<file path="src/rtl/enemy_scheduler.sv">
// Enemy spawn/retire/crash scheduler for a four-slot lane game.
// Spawns use an LFSR-picked lane, free slots retire at EXIT_Y, and a collision freezes play for CRASH_TICKS ticks.
module enemy_scheduler #(
    parameter int SPAWN_TICKS = 64,
    parameter int CRASH_TICKS = 128,
    parameter int LANE0_X     = 129,
    parameter int LANE1_X     = 193,
    parameter int LANE2_X     = 257,
    parameter int LANE3_X     = 321,
    parameter int SPAWN_Y     = 0,
    parameter int EXIT_Y      = 480
) (
    input  logic        clk,
    input  logic        reset,
    input  logic        logic_tick,
    input  logic        game_run,
    input  logic [3:0]  collision,
    input  logic [39:0] pos_y,
    output logic [3:0]  enable,
    output logic [39:0] offset_x,
    output logic [39:0] offset_y,
    output logic [3:0]  active,
    output logic        crash,
    output logic [7:0]  score
);

    localparam int SPAWN_W = (SPAWN_TICKS > 1) ? $clog2(SPAWN_TICKS) : 1;
    localparam int CRASH_W = (CRASH_TICKS > 1) ? $clog2(CRASH_TICKS) : 1;

    localparam logic [SPAWN_W-1:0] SPAWN_LAST = SPAWN_W'(SPAWN_TICKS - 1);
    localparam logic [CRASH_W-1:0] CRASH_LAST = CRASH_W'(CRASH_TICKS - 1);
    localparam logic [9:0]         EXIT_Y_L   = 10'(EXIT_Y);
    localparam logic [9:0]         SPAWN_Y_L  = 10'(SPAWN_Y);
    localparam logic [3:0][9:0]    LANE_X     = {10'(LANE3_X), 10'(LANE2_X),
                                                 10'(LANE1_X), 10'(LANE0_X)};
    localparam logic [7:0]         LFSR_SEED  = 8'hA5;

    typedef enum logic [1:0] {
        IDLE  = 2'd0,
        RUN   = 2'd1,
        CRASH = 2'd2
    } state_t;

    state_t               state, state_nxt;
    logic [SPAWN_W-1:0]   spawn_cnt, spawn_cnt_nxt;
    logic [CRASH_W-1:0]   crash_cnt, crash_cnt_nxt;
    logic [7:0]           lfsr, lfsr_nxt;
    logic [1:0]           prev_lane, prev_lane_nxt;
    logic [3:0]           enable_q, enable_nxt;
    logic [3:0]           active_q, active_nxt;
    logic [3:0][9:0]      off_x_q, off_x_nxt;
    logic [3:0][9:0]      off_y_q, off_y_nxt;
    logic                 crash_q, crash_nxt;
    logic [7:0]           score_q, score_nxt;

    logic [3:0][9:0]      slot_y;
    logic [3:0]           retiring;
    logic [3:0]           free;
    logic                 hit;
    logic [1:0]           spawn_slot;
    logic [1:0]           spawn_lane;
    logic [2:0]           retire_cnt;
    logic [8:0]           score_sum;

    assign slot_y   = pos_y;
    assign free     = ~active_q;
    assign hit      = |(collision & active_q);
    assign lfsr_nxt = {lfsr[6:0], lfsr[7] ^ lfsr[5] ^ lfsr[4] ^ lfsr[3]};

    // Never pick the same lane twice in a row.
    assign spawn_lane = (lfsr[1:0] == prev_lane) ? lfsr[1:0] + 2'd1 : lfsr[1:0];

    always_comb begin
        retiring = '0;
        for (int k = 0; k < 4; k++) begin
            retiring[k] = active_q[k] && (slot_y[k] >= EXIT_Y_L);
        end
    end

    always_comb begin
        spawn_slot = 2'd0;
        for (int k = 3; k >= 0; k--) begin
            if (free[k]) begin
                spawn_slot = 2'(k);
            end
        end
    end

    assign retire_cnt = {2'b0, retiring[0]} + {2'b0, retiring[1]}
                      + {2'b0, retiring[2]} + {2'b0, retiring[3]};
    assign score_sum  = {1'b0, score_q} + {6'b0, retire_cnt};

    // NOTE: every variable gets a default before the case so no path leaves
    // one unassigned; a missing default here would infer a latch.
    always_comb begin
        state_nxt     = state;
        spawn_cnt_nxt = spawn_cnt;
        crash_cnt_nxt = crash_cnt;
        prev_lane_nxt = prev_lane;
        enable_nxt    = '0;
        active_nxt    = active_q;
        off_x_nxt     = off_x_q;
        off_y_nxt     = off_y_q;
        score_nxt     = score_q;

        unique case (state)
            IDLE: begin
                active_nxt    = '0;
                spawn_cnt_nxt = '0;
                crash_cnt_nxt = '0;
                if (game_run) begin
                    state_nxt = RUN;
                    score_nxt = '0;
                end
            end

            RUN: begin
                if (!game_run) begin
                    state_nxt     = IDLE;
                    active_nxt    = '0;
                    spawn_cnt_nxt = '0;
                end else if (hit) begin
                    state_nxt     = CRASH;
                    spawn_cnt_nxt = '0;
                    crash_cnt_nxt = '0;
                end else begin
                    active_nxt = active_q & ~retiring;
                    score_nxt  = score_sum[8] ? 8'hFF : score_sum[7:0];
                    if (logic_tick) begin
                        if (spawn_cnt != SPAWN_LAST) begin
                            spawn_cnt_nxt = spawn_cnt + 1'b1;
                        end else if (|free) begin
                            // Retiring slots are still active this cycle, so
                            // they are never picked as the spawn target.
                            spawn_cnt_nxt          = '0;
                            enable_nxt[spawn_slot] = 1'b1;
                            active_nxt[spawn_slot] = 1'b1;
                            off_x_nxt[spawn_slot]  = LANE_X[spawn_lane];
                            off_y_nxt[spawn_slot]  = SPAWN_Y_L;
                            prev_lane_nxt          = spawn_lane;
                        end
                    end
                end
            end

            CRASH: begin
                if (logic_tick) begin
                    if (crash_cnt == CRASH_LAST) begin
                        crash_cnt_nxt = '0;
                        active_nxt    = '0;
                        state_nxt     = game_run ? RUN : IDLE;
                    end else begin
                        crash_cnt_nxt = crash_cnt + 1'b1;
                    end
                end
            end

            default: begin
                state_nxt  = IDLE;
                active_nxt = '0;
            end
        endcase

        crash_nxt = (state_nxt == CRASH);
    end

    // NOTE: sequential state is written with non-blocking assignments only,
    // so every flop samples the pre-edge value of every other flop.
    always_ff @(posedge clk) begin
        // NOTE: this block holds only control and output flops (no storage
        // arrays), so all of it is reset to a known value.
        if (!reset) begin
            state     <= IDLE;
            spawn_cnt <= '0;
            crash_cnt <= '0;
            lfsr      <= LFSR_SEED;
            prev_lane <= 2'd0;
            enable_q  <= '0;
            active_q  <= '0;
            off_x_q   <= '0;
            off_y_q   <= '0;
            crash_q   <= 1'b0;
            score_q   <= '0;
        end else begin
            state     <= state_nxt;
            spawn_cnt <= spawn_cnt_nxt;
            crash_cnt <= crash_cnt_nxt;
            lfsr      <= lfsr_nxt;
            prev_lane <= prev_lane_nxt;
            enable_q  <= enable_nxt;
            active_q  <= active_nxt;
            off_x_q   <= off_x_nxt;
            off_y_q   <= off_y_nxt;
            crash_q   <= crash_nxt;
            score_q   <= score_nxt;
        end
    end

    assign enable   = enable_q;
    assign active   = active_q;
    assign offset_x = off_x_q;
    assign offset_y = off_y_q;
    assign crash    = crash_q;
    assign score    = score_q;

endmodule

</file>
<file path="config.mk">
export PLATFORM = sky130hd
export DESIGN_NAME = enemy_scheduler
export DESIGN_NICKNAME = d
export VERILOG_FILES = /design/src/rtl/enemy_scheduler.sv
export SDC_FILE = /design/constraint.sdc
export NUM_CORES = 1
export LEC_CHECK = 0
export ABC_AREA = 1
export BUFFER_PORTS_ARGS = -buffer_cell sky130_fd_sc_hd__buf_2
export CORE_MARGIN = 2
export CORE_UTILIZATION = 45
export CTS_CLUSTER_DIAMETER = 100
export DETAILED_ROUTE_END_ITERATION = 10
export HOLD_SLACK_MARGIN = 0.15
export PLACE_DENSITY = 0.75
export SLEW_MARGIN = 20
export SYNTH_ARGS = -nofsm -noshare
export SYNTH_HDL_FRONTEND = slang
export SYNTH_SLANG_ARGS = --single-unit
</file>
<file path="constraint.sdc">
create_clock -name clk -period 2.6 [get_ports clk]
set_clock_uncertainty 0.05 [all_clocks]
set_input_delay 0 -clock clk [delete_from_list [all_inputs] [get_ports clk]]
set_output_delay 0 -clock clk [all_outputs]
set_load 0.02 [all_outputs]
</file>
Yosys cells after proc, flatten, opt, wreduce, memory -nomap -nowiden:

Index checks and enable logic that the tools add are counted.
Widths: inputs -> output; s select.

* input port bits: 48
* output and inout bits: 97
* logic and storage cells: 122
* flip-flop bits (word level): 122

* bitwise operators: 17
* reductions and logical operators: 16
* eq/ne operators: 15
* order comparisons: 7
* muxes and demuxes: 43
* add/sub/neg operators: 7

Operators with widths (count)
* $and 40x40->40: 1
* $bwmux 40: 1
* $ge 10x9->1 const B: 4
* $not 40->40: 1
* $mux 8: 4
* $mux 6: 5
* $mux 4: 7
* $mux 7: 4
* $pmux 7 s3: 1
* $bmux 10 s2: 1
* $demux 10 s2: 1
* $mux 10: 2
* $mux 2: 10
* $pmux 8 s2: 1
* $ne 2x2->1 const B: 6
* $pmux 6 s2: 1
* $reduce_or 10->1: 1
* $add 8x3->9: 1
* $and 4x4->4: 2
* $not 4->4: 2
* $pmux 4 s2: 1
* $reduce_and 4->1: 2
* $reduce_or 4->1: 2
* $add 7x1->7 const B: 1
* 27 further kinds: 43

Depth between registers and ports, before layout:

Gate-level depths: netlist (run 1).

* depth after elaboration: 16
* gate-level depth with buffers: 16
* mapped depth without buffers: 16

Worst setup path before layout (run 1):

No wires, ideal clock.

* kind: register to register
* from: register active_q[2], in the netlist active[2]
* to: register score_q[4], in the netlist score[4]
* period minus slack after synthesis: 2860 ps
* arrival: 2739 ps
* cell stages (with the launch flop): 14
* data required time: 2480 ps
* slack: -260 ps
* cells stage by stage: dfxtp_1 > inv_1 > or2_2 > fa_1 > fa_1 > inv_1 > fa_1 > nand2_1 > inv_1 > nand2_1 > or2_2 > nand3_1 > nand2_1 > a21oi_1

* word-level cells in the longest chain between the ends: 8

RTL lines
* start, declared: RTL line 50 `logic [3:0] active_q, active_nxt;`
* start signal, assigned: RTL line 191 `active_q <= active_nxt;`
* $logic_and 1x1->1: RTL line 76 `retiring[k] = active_q[k] && (slot_y[k] >= EXIT_Y_L);`
* $add 2x1->3: RTL line 90 `+ {2'b0, retiring[2]} + {2'b0, retiring[3]};`
* $add 3x1->3: RTL line 90
* $add 8x3->9: RTL line 91 `assign score_sum = {1'b0, score_q} + {6'b0, retire_cnt};`
* $mux 8: RTL line 128 `score_nxt = score_sum[8] ? 8'hFF : score_sum[7:0];`
* $mux 8: RTL line 122 `end else if (hit) begin`
* $mux 8: RTL line 118 `if (!game_run) begin`
* $pmux 8 s2: RTL line 106 `unique case (state)`
* end signal, assigned: RTL line 195 `score_q <= score_nxt;`
* end, declared: RTL line 54 `logic [7:0] score_q, score_nxt;`

Several ways; a longest one is shown, not always the timed one. The select of a mux whose other input is x is not followed.
A chain may end at the register's enable or synchronous reset.

Worst setup path after layout (run 1):

* from: register active_q[2], in the netlist active[2]
* to: register score_q[2], in the netlist score[2]

Same word-level chain as after synthesis.

==> results of run 1 <==
[layout make-up]
type / count / share of cell area, %
clock inverter: 7 / 1.82
timing repair buffer: 126 / 13.8
inverter: 64 / 4.62
tap: 129 / 3.04
clock buffer: 9 / 2.33
sequential: 98 / 37.2
multi-input combinational: 416 / 37.3
[synth_stat cells, types with 6 or more instances]
cell type and count:
a21oi_1 24, buf_4 27, clkbuf_1 8, dfxtp_1 98, inv_1 60, nand2_1 161
nand2_2 7, nand3_1 35, nand4_1 8, nor2_1 96, o21ai_0 17, or2_2 6
[flip-flops by register name, indices dropped and copies added, names as in the netlist]
| name | cells |
|---|---|
| score | 8 |
| active | 4 |
| crash | 1 |
| enable | 4 |
| state | 2 |
| prev_lane | 2 |
| lfsr | 8 |
| offset_x | 16 |
| crash_cnt | 7 |
| spawn_cnt | 6 |
| offset_y | 40 |
[final timing paths]
kind,depth (start not counted),start,end,slack (ps)
setup / recovery,12,active[2],score[2],-40
hold / removal,8,collision[1],score[1],170
setup reg to reg,12,active[2],score[2],-40
hold reg to reg,2,lfsr[2],lfsr[3],370
[per-stage QoR]
stage	util (%)	power [mW]	TNS [ps]	hold slack (ps)
finish	57.2	2.76	-135	168
global route	57.2	2.88	-845	196
CTS	56.7	2.80	-9.91	155
detailed placement	52.7	1.73	-34.7	303
global placement	52.7	1.73	0	293
floorplan	-	1.71	0	141
[worst register-to-register path: cells and delay by family (launching register included)]
| family | cells | cell delay, ps |
|---|---|---|
| AOI/OAI and AO/OA | 2 | 290 |
| DFF | 1 | 370 |
| adders and majority gates | 3 | 1040 |
| buffers and inverters | 3 | 200 |
| and+or+nand+nor | 4 | 620 |
[power breakdown]
part,total (mW),switching (mW),internal [mW]
Clock,1.06,0.581,0.475
Sequential,1.53,0.0131,1.52
Combinational,0.179,0.122,0.0568
Total,2.76,0.717,2.05
[logic make-up (layout without fill, tap and decap cells)]
logic type | after synthesis | in the layout
flip-flops | 98 | 98
AO/OA/AOI/OAI | 47 | 47
other | 1 | 24
buffers and inverters | 104 | 206
AND/OR/NAND/NOR | 336 | 336
XOR/XNOR | 3 | 3
adder cells (fa/ha/maj) | 6 | 6
[metal layers]
layer  wire length [µm]  share of wire [%]
met5                  0                  0
met4                121                1.2
met3                860                8.6
met2               4600                 46
met1               4480                 45
[repair_timing]
item | 4_1_cts | 5_1_grt
hold buffers | 14 | 0
resized for setup | 2 | 11
pin swaps | 3 | 8
buffers inserted | 1 | 2
endpoints found under the setup margin | 4 | 7
endpoints found under the hold margin | 28 | 0
==> impl_metrics.ini, run 1 <==
[cells_and_area]
final_common_cell = nand2_1
layout_common_cells = 158 x nand2_1, 100 x buf_2, 94 x nor2_1, 94 x dfxtp_1, 57 x inv_1
drive_gt1_share_pct = 24.6
multi_input_comb_area_mm2 = 0.00198
regArea_mm2 = 0.00197
fin_nets = 769
n_antenna_cell = 0
layout.cells.non_filler = 849
syn_to_final_growth_pct = 22.5
n_fill_cell = 895
stdcell_area_mm2 = 0.00531

[placed_design]
place_hpwl_um = 7120
placed_area_mm2 = 0.00489
place.gp.congestion = 0.878
pre_cts_ws_ps = -33.4
io_buffers = 100
place_inst = 816

[yosys]
synthesis.area_mm2 = 0.00433
synth_simple_gate_area_share_pct = 34.3
yosys_most_used_dff = dfxtp_1
synthDistinctLibCells = 37
synth_compound_gate_area_share_pct = 5.69
yosysTopAreaCellShare_pct = 45.3
ys_async_sr_fraction_pct = 0
synth_xor_area_share_pct = 0.606
yosysWarnings = 0
syn_inst = 595
synthAdderAreaFrac_pct = 2.25
synth-edff-count = 0
seq_area_frac_synth_pct = 45.3
synth.area.mux_share_pct = 0
synth_top_family_by_area = simple AND/OR/NAND/NOR gates
synth_top_area_cell = dfxtp_1
synth.area.top_cells = dfxtp_1 45%, nand2_1 14%, nor2_1 8.3%
synth_seq_cells = 98
syn_avg_cell_area_um2 = 7.28

[clock_network]
cts_buffers = 9
clkSinkCount = 98
insertion_delay_ps = 370
clkTransAtPathRegs_ps = 110
cts_max_level = 3
cts_tree = yes
cts_buffer_depth = 2
cts_root_buf = clkbuf_8

[floorplanning]
initial_core_util_pct = 46.7
core.rowCount = 35
core_mm2 = 0.00928
dieArea_mm2 = 0.0104
fp.dieH_um = 102
io_pins = 145
die_w_um = 102

[worst_setup_path]
crit_fanout = 6
cp_slowest_cell = fa_1
crit_type = register to register
worstPathRequired_ps = 2850
path_buf_inv = 3
cp-end-kind = register
worst_path_largest_cell_delay_ps = 460
start_kind = register
cp_top_family = adder cells
critical_path_arrival_ps = 2890
path_cells = inv_4 -> or2_4 -> fa_1 -> fa_2 -> inv_2 -> fa_2 -> nand2_2 -> inv_2 -> nand4_1 -> o21ai_1 -> nand2_1 -> a21oi_2

[sta]
period_needed_ps = 2640
fin_crit_sh_pct = 102
setup_viol = 6
setup_slack_ps = -42.5
rsz0062_at_grt = true
hold_viol_final = 0
tightest_slew_ps = 808
maxSlewViolCount = 0
max_freq_mhz = 378
slew_headroom_pct = 45.6

[routing]
drc = 0
ant_nets = 0
viasPerCell = 4.73
firstDrtPassIters = 5
route.vias.total = 4016
wl_um = 10100
drt-wirelength-per-cell_um = 11.8
drtIter0Drc = 178

[pwr]
peakVddDrop_mv = 0.304
power_density_mw_per_mm2 = 521
p_leak_nw = 2.58

[global_routing]
use_met1_pct = 25.6
grt_usage_pct = 19.9
antenna_found_initial = 0
busiest_layer = met2
grt_max_degree = 39
grt_pass1_wl_um = 16600
grt_pass1_vias = 3740
grt_use_met3_pct = 4.79
overflow = 0
gr-usage-met2_pct = 32.2

[outcome]
violations = negative setup slack
status = complete, but fails checks

[hold_path]
min_path_type = primary input to register

[run]
max_cap_viol_count = 0
Note: power is estimated with default switching activity, not from simulation.
==> run 2, diff against run 1 <==
- ABC_AREA: 1 -> unset
- PLACE_DENSITY: 0.75 -> 0.76
==> impl_metrics.ini, run 2 <==
[worst_setup_path]
crit_fanout = 4
crit_type = register to register
reg2reg_depth = 9
worstReg2RegEnd = score[5]
critical_path_arrival_ps = 2670
worstPathRequired_ps = 2830
cp_slowest_cell = fa_1
cp-end-kind = register
start_kind = register
critPathMostFrequentCell = fa_2
worst_path_largest_cell_delay_ps = 500
r2r-start = active[0]
reg2reg_slack_ps = 160
path_cells = nand2_1 -> fa_1 -> fa_2 -> inv_1 -> fa_2 -> and3_4 -> nand3_1 -> a31o_2 -> a211oi_2

[global_routing]
grt_pass1_vias = 3243
antenna_found_initial = 0
grt_usage_pct = 18.6
grt_pass1_wl_um = 15000
grt_max_degree = 52
overflow = 0

[placed_design]
io_buffers = 100
place_hpwl_um = 6620
place.gp.congestion = 0.873
place_inst = 634

[pwr]
peakVddDrop_mv = 0.318
power.total_mw = 2.69
p_leak_nw = 2.35
power_density_mw_per_mm2 = 539

[cells_and_area]
n_antenna_cell = 0
final_common_cell = buf_2
n_fill_cell = 771
largest_reg_flops = 40
layout_common_cells = 100 x buf_2, 95 x dfxtp_1, 36 x and2_1
drive_gt1_share_pct = 27.1
syn_to_final_growth_pct = 21.2
layout.cells.non_filler = 661
fin_nets = 602

[yosys]
synth_most_common_cell = dfxtp_1
synth_commonest_cells = 98 x dfxtp_1, 36 x and2_1, 35 x nand2_1
synth_top_area_cell = dfxtp_1
synthesis.area_mm2 = 0.00411
yosys_most_used_dff = dfxtp_1
yosysTopAreaCellShare_pct = 47.7
syn_inst = 435
synth-edff-count = 0
synthDistinctLibCells = 57
synth.area.top_cells = dfxtp_1 48%, and2_1 5.5%, buf_4 4.4%
yosysWarnings = 0
ys_async_sr_fraction_pct = 0
syn_avg_cell_area_um2 = 9.46
synth_seq_cells = 98
seq_area_frac_synth_pct = 47.7

[floorplanning]
core_mm2 = 0.00881
initial_core_util_pct = 46.7
fp.dieH_um = 99.6
dieArea_mm2 = 0.00992
core.rowCount = 34
die_w_um = 99.6
io_pins = 145

[clock_network]
cts_buffers = 9
insertion_delay_ps = 360
clkTransAtPathRegs_ps = 100
cts_max_level = 3
cts_buffer_depth = 2
cts_root_buf = clkbuf_8
cts_tree = yes
clkSinkCount = 98

[sta]
setup_viol = 0
maxSlewViolCount = 0
rsz0062_at_grt = false
max_freq_mhz = 409
tightest_slew_ps = 686
fin_crit_sh_pct = 94.0
tns_ps = 0
slew_headroom_pct = 54.2
hold_viol_final = 0
period_needed_ps = 2440

[routing]
firstDrtPassIters = 4
drtIter0Drc = 204
ant_nets = 0
drc = 0
drt-wirelength-per-cell_um = 14.0
route.vias.total = 3501
wl_um = 9290
viasPerCell = 5.30

[hold_path]
holdPathStages = 4
min_from = pos_y[19]
holdPathEnd = active[1]
min_path_type = primary input to register

[run]
max_cap_viol_count = 0

[outcome]
status = completed
-- run 2: cell count changes after synthesis, sizes merged, moves of 5 or more --
| cell | previous run | this run |
|---|---|---|
| nand2 | 171 | 35 |
| nor2 | 105 | 15 |
| inv | 63 | 12 |
| and2 | 1 | 36 |
| nand3 | 37 | 16 |
| and3 | 0 | 20 |
| mux2i | 0 | 14 |
| a211oi | 0 | 7 |
| a21oi | 25 | 18 |
| nor2b | 0 | 7 |
| clkbuf | 8 | 14 |
| nand2b | 0 | 6 |
| or3 | 0 | 5 |
-- run 2: power breakdown --
part           internal [mW]  switching [mW]
combinational         0.0592           0.108
clock                  0.477           0.524
sequential              1.51         0.00898
-- run 2: how the worst max path moves through the flow --
stage | cells past startpoint | startpoint | to
final | 9 | active[0] | score[5]
after global routing | 9 | active[0] | score[5]
after CTS | 9 | score[0] | score[5]
after detailed placement | 11 | pos_y[25] | score[5]
after global placement | 11 | pos_y[25] | score[5]
after floorplan | 10 | active[0] | score[5]
-- run 2: per-stage QoR --
stage          util, %  instance area [µm²]  worst slack (ps)  hold WS [ps]
6_report          56.6                 4990               155           155
3_5_place_dp      53.0                 4670              41.6           297
3_3_place_gp      53.0                 4670               123           299
4_1_cts           56.5                 4970              42.0           156
5_1_grt           56.6                 4990              54.6           170
2_1_floorplan        -                 4230              10.6           104
-- run 2: cells by family after synthesis --
kind of cell,after synthesis,synth area share [%]
XOR/XNOR,5,1.06
flip-flops,98,47.7
AND/OR/NAND/NOR,165,22.1
adder cells (fa/ha/maj),6,2.37
AO/OA/AOI/OAI,90,15.5
buffers and inverters,56,7.79
multiplexers,14,3.41
other,1,0.0912
-- run 2: repair_timing --
action,4_1_cts,5_1_grt
buffers inserted,0,1
hold endpoints to repair,14,0
endpoints found under the setup margin,0,1
resized for setup,0,2
hold buffers,10,0
-- run 2: critical path: cells and delay by family (launching register included) --
kind,cells,cell delay (ps)
AO/OA/AOI/OAI,2,470
buffers and inverters,1,80
AND/OR/NAND/NOR,3,340
adder cells (fa/ha/maj),3,1100
flip-flops,1,350
-- run 2: routing by layer --
metal / vias up / global-route usage, % / routed length [µm]
met5: - / 0 / 0
met4: 0 / 8.01 / 124
met3: 12 / 3.87 / 441
met2: 100 / 29.1 / 4440
met1: 1667 / 25.0 / 4270
li1: 1722 / - / -
-- run 2: area by class of cell --
class | count | area (µm²) | share of cell area [%]
Clock buffer | 11 | 141 | 2.84
Clock inverter | 5 | 60.1 | 1.20
Inverter | 12 | 45.0 | 0.903
Multi-Input combinational cell | 304 | 1940 | 38.9
Sequential cell | 98 | 1970 | 39.5
Tap cell | 108 | 135 | 2.71
Timing Repair Buffer | 123 | 698 | 14.0
==> run 3, diff against run 2 <==
- BUFFER_PORTS_ARGS: -buffer_cell sky130_fd_sc_hd__buf_2 -> unset
- CORE_UTILIZATION: 45 -> 55
- DONT_BUFFER_PORTS: unset -> 1
- PLACE_DENSITY: 0.76 -> 0.73
==> impl_metrics.ini, run 3 (synthesized netlist as in run 2, its figures left out) <==
[floorplanning]
io_pins = 145
dieArea_mm2 = 0.00819
core_mm2 = 0.00725
initial_core_util_pct = 56.7
fp.dieH_um = 90.5
core.rowCount = 31
die_w_um = 90.5

[global_routing]
grt_pass1_vias = 2991
antenna_found_initial = 0
grt_pass1_wl_um = 14900
grt_usage_pct = 22.2
overflow = 0
grt_max_degree = 53

[worst_setup_path]
start_kind = primary input
cp-end-kind = register
crit_fanout = 4
reg2reg_depth = 6
r2r-start = active[0]
critical_path_arrival_ps = 2750
reg2reg_slack_ps = 150
worstReg2RegEnd = active[3]
critical_path.startpoint = pos_y[9]
crit_type = primary input to register
worstPathRequired_ps = 2840

[placed_design]
placed_area_mm2 = 0.00415
io_buffers = 0
place_hpwl_um = 6180
place.gp.congestion = 0.804

[sta]
slew_headroom_pct = 55.4
tns_ps = 0
tightest_slew_ps = 665
holdWs_ps = 211
hold_viol_final = 0
setup_viol = 0
maxSlewViolCount = 0
period_needed_ps = 2510
max_freq_mhz = 398
fin_crit_sh_pct = 96.6

[pwr]
power_density_mw_per_mm2 = 594
p_leak_nw = 1.89
peakVddDrop_mv = 0.391
power.total_mw = 2.73

[cells_and_area]
layout_common_cells = 95 x dfxtp_1, 36 x and2_1, 35 x nand2_1
fin_nets = 512
n_antenna_cell = 0
final_common_cell = dfxtp_1
syn_to_final_growth_pct = 11.9
stdcell_area_mm2 = 0.00460
final_core_util_pct = 63.4
largest_reg_flops = 40
drive_gt1_share_pct = 11.0

[routing]
firstDrtPassIters = 4
drc = 0
viasPerCell = 5.78
route.vias.total = 3249
ant_nets = 0
drtIter0Drc = 173
wl_um = 9190
drt-wirelength-per-cell_um = 16.4

[clock_network]
insertion_delay_ps = 360
clkTransAtPathRegs_ps = 100
cts_max_level = 3
cts_buffer_depth = 2
cts_buffers = 9
clkSinkCount = 98
cts_tree = yes
cts_root_buf = clkbuf_8

[outcome]
status = completed

[run]
max_cap_viol_count = 0

[hold_path]
min_path_type = primary input to register
holdPathEnd = active[2]
min_from = collision[3]
holdPathStages = 4
==> run 3: changes by cell type in the layout (fill, tap and decap cells not counted), sizes merged <==
cell / delta
clkinv: +1
inv: +2
clkinvlp: -1
dlygate4sd3: +10
buf: -100
clkbuf: -2
==> run 3: metal layers <==
| layer | vias to the layer above | GRT usage (%) | share of wire [%] |
|---|---|---|---|
| met3 | 23 | 5.59 | 6.1 |
| met1 | 1558 | 28.5 | 44 |
| met5 | - | 0 | 0 |
| li1 | 1545 | - | - |
| met2 | 123 | 34.6 | 47 |
| met4 | 0 | 11.8 | 3.0 |
==> run 3: worst max-delay path by stage <==
stage	slack, ps	cells past startpoint	end
2_1_floorplan	10	10	score[5]
3_5_place_dp	110	9	score[5]
3_3_place_gp	140	9	score[5]
6_report	90	11	score[5]
4_1_cts	50	11	score[5]
5_1_grt	-10	11	score[5]
==> run 3: power by group <==
part	leakage (nW)	internal (mW)	switching [mW]
clock	0.109	0.472	0.577
combinational	0.987	0.0586	0.106
sequential	0.793	1.51	0.00856
total	1.89	2.04	0.691
==> run 3: final cells by class <==
type                            count  area (µm²)
Fill cell                         601        2650
Sequential cell                    98        1970
Multi-Input combinational cell    304        1940
Timing Repair Buffer               33         310
Clock buffer                        9         124
Tap cell                           99         124
Clock inverter                      7        92.6
Inverter                           12        45.0
==> run 3: per-stage QoR <==
step / setup slack, ps / cells
after detailed placement: 107 / 524
after floorplan: 10.6 / 458
after global routing: -10.1 / 562
after CTS: 49.7 / 561
after global placement: 142 / 524
final: 89.6 / 562
==> run 3: timing repair <==
action,CTS,global route
hold buffers,21,0
endpoints found under the setup margin,0,6
hold endpoints to repair,68,0
setup buffers,0,1
resized for setup,0,2
==> run 3: worst max-delay path: stages <==
cell and delay, ps:
dlygate4sd3_1 560, a41o_1 240, nand2_1 90, fa_1 440, fa_2 360, inv_1 80, fa_2 230, and3_4 200
nand3_1 70, a31o_2 280, a211oi_2 210
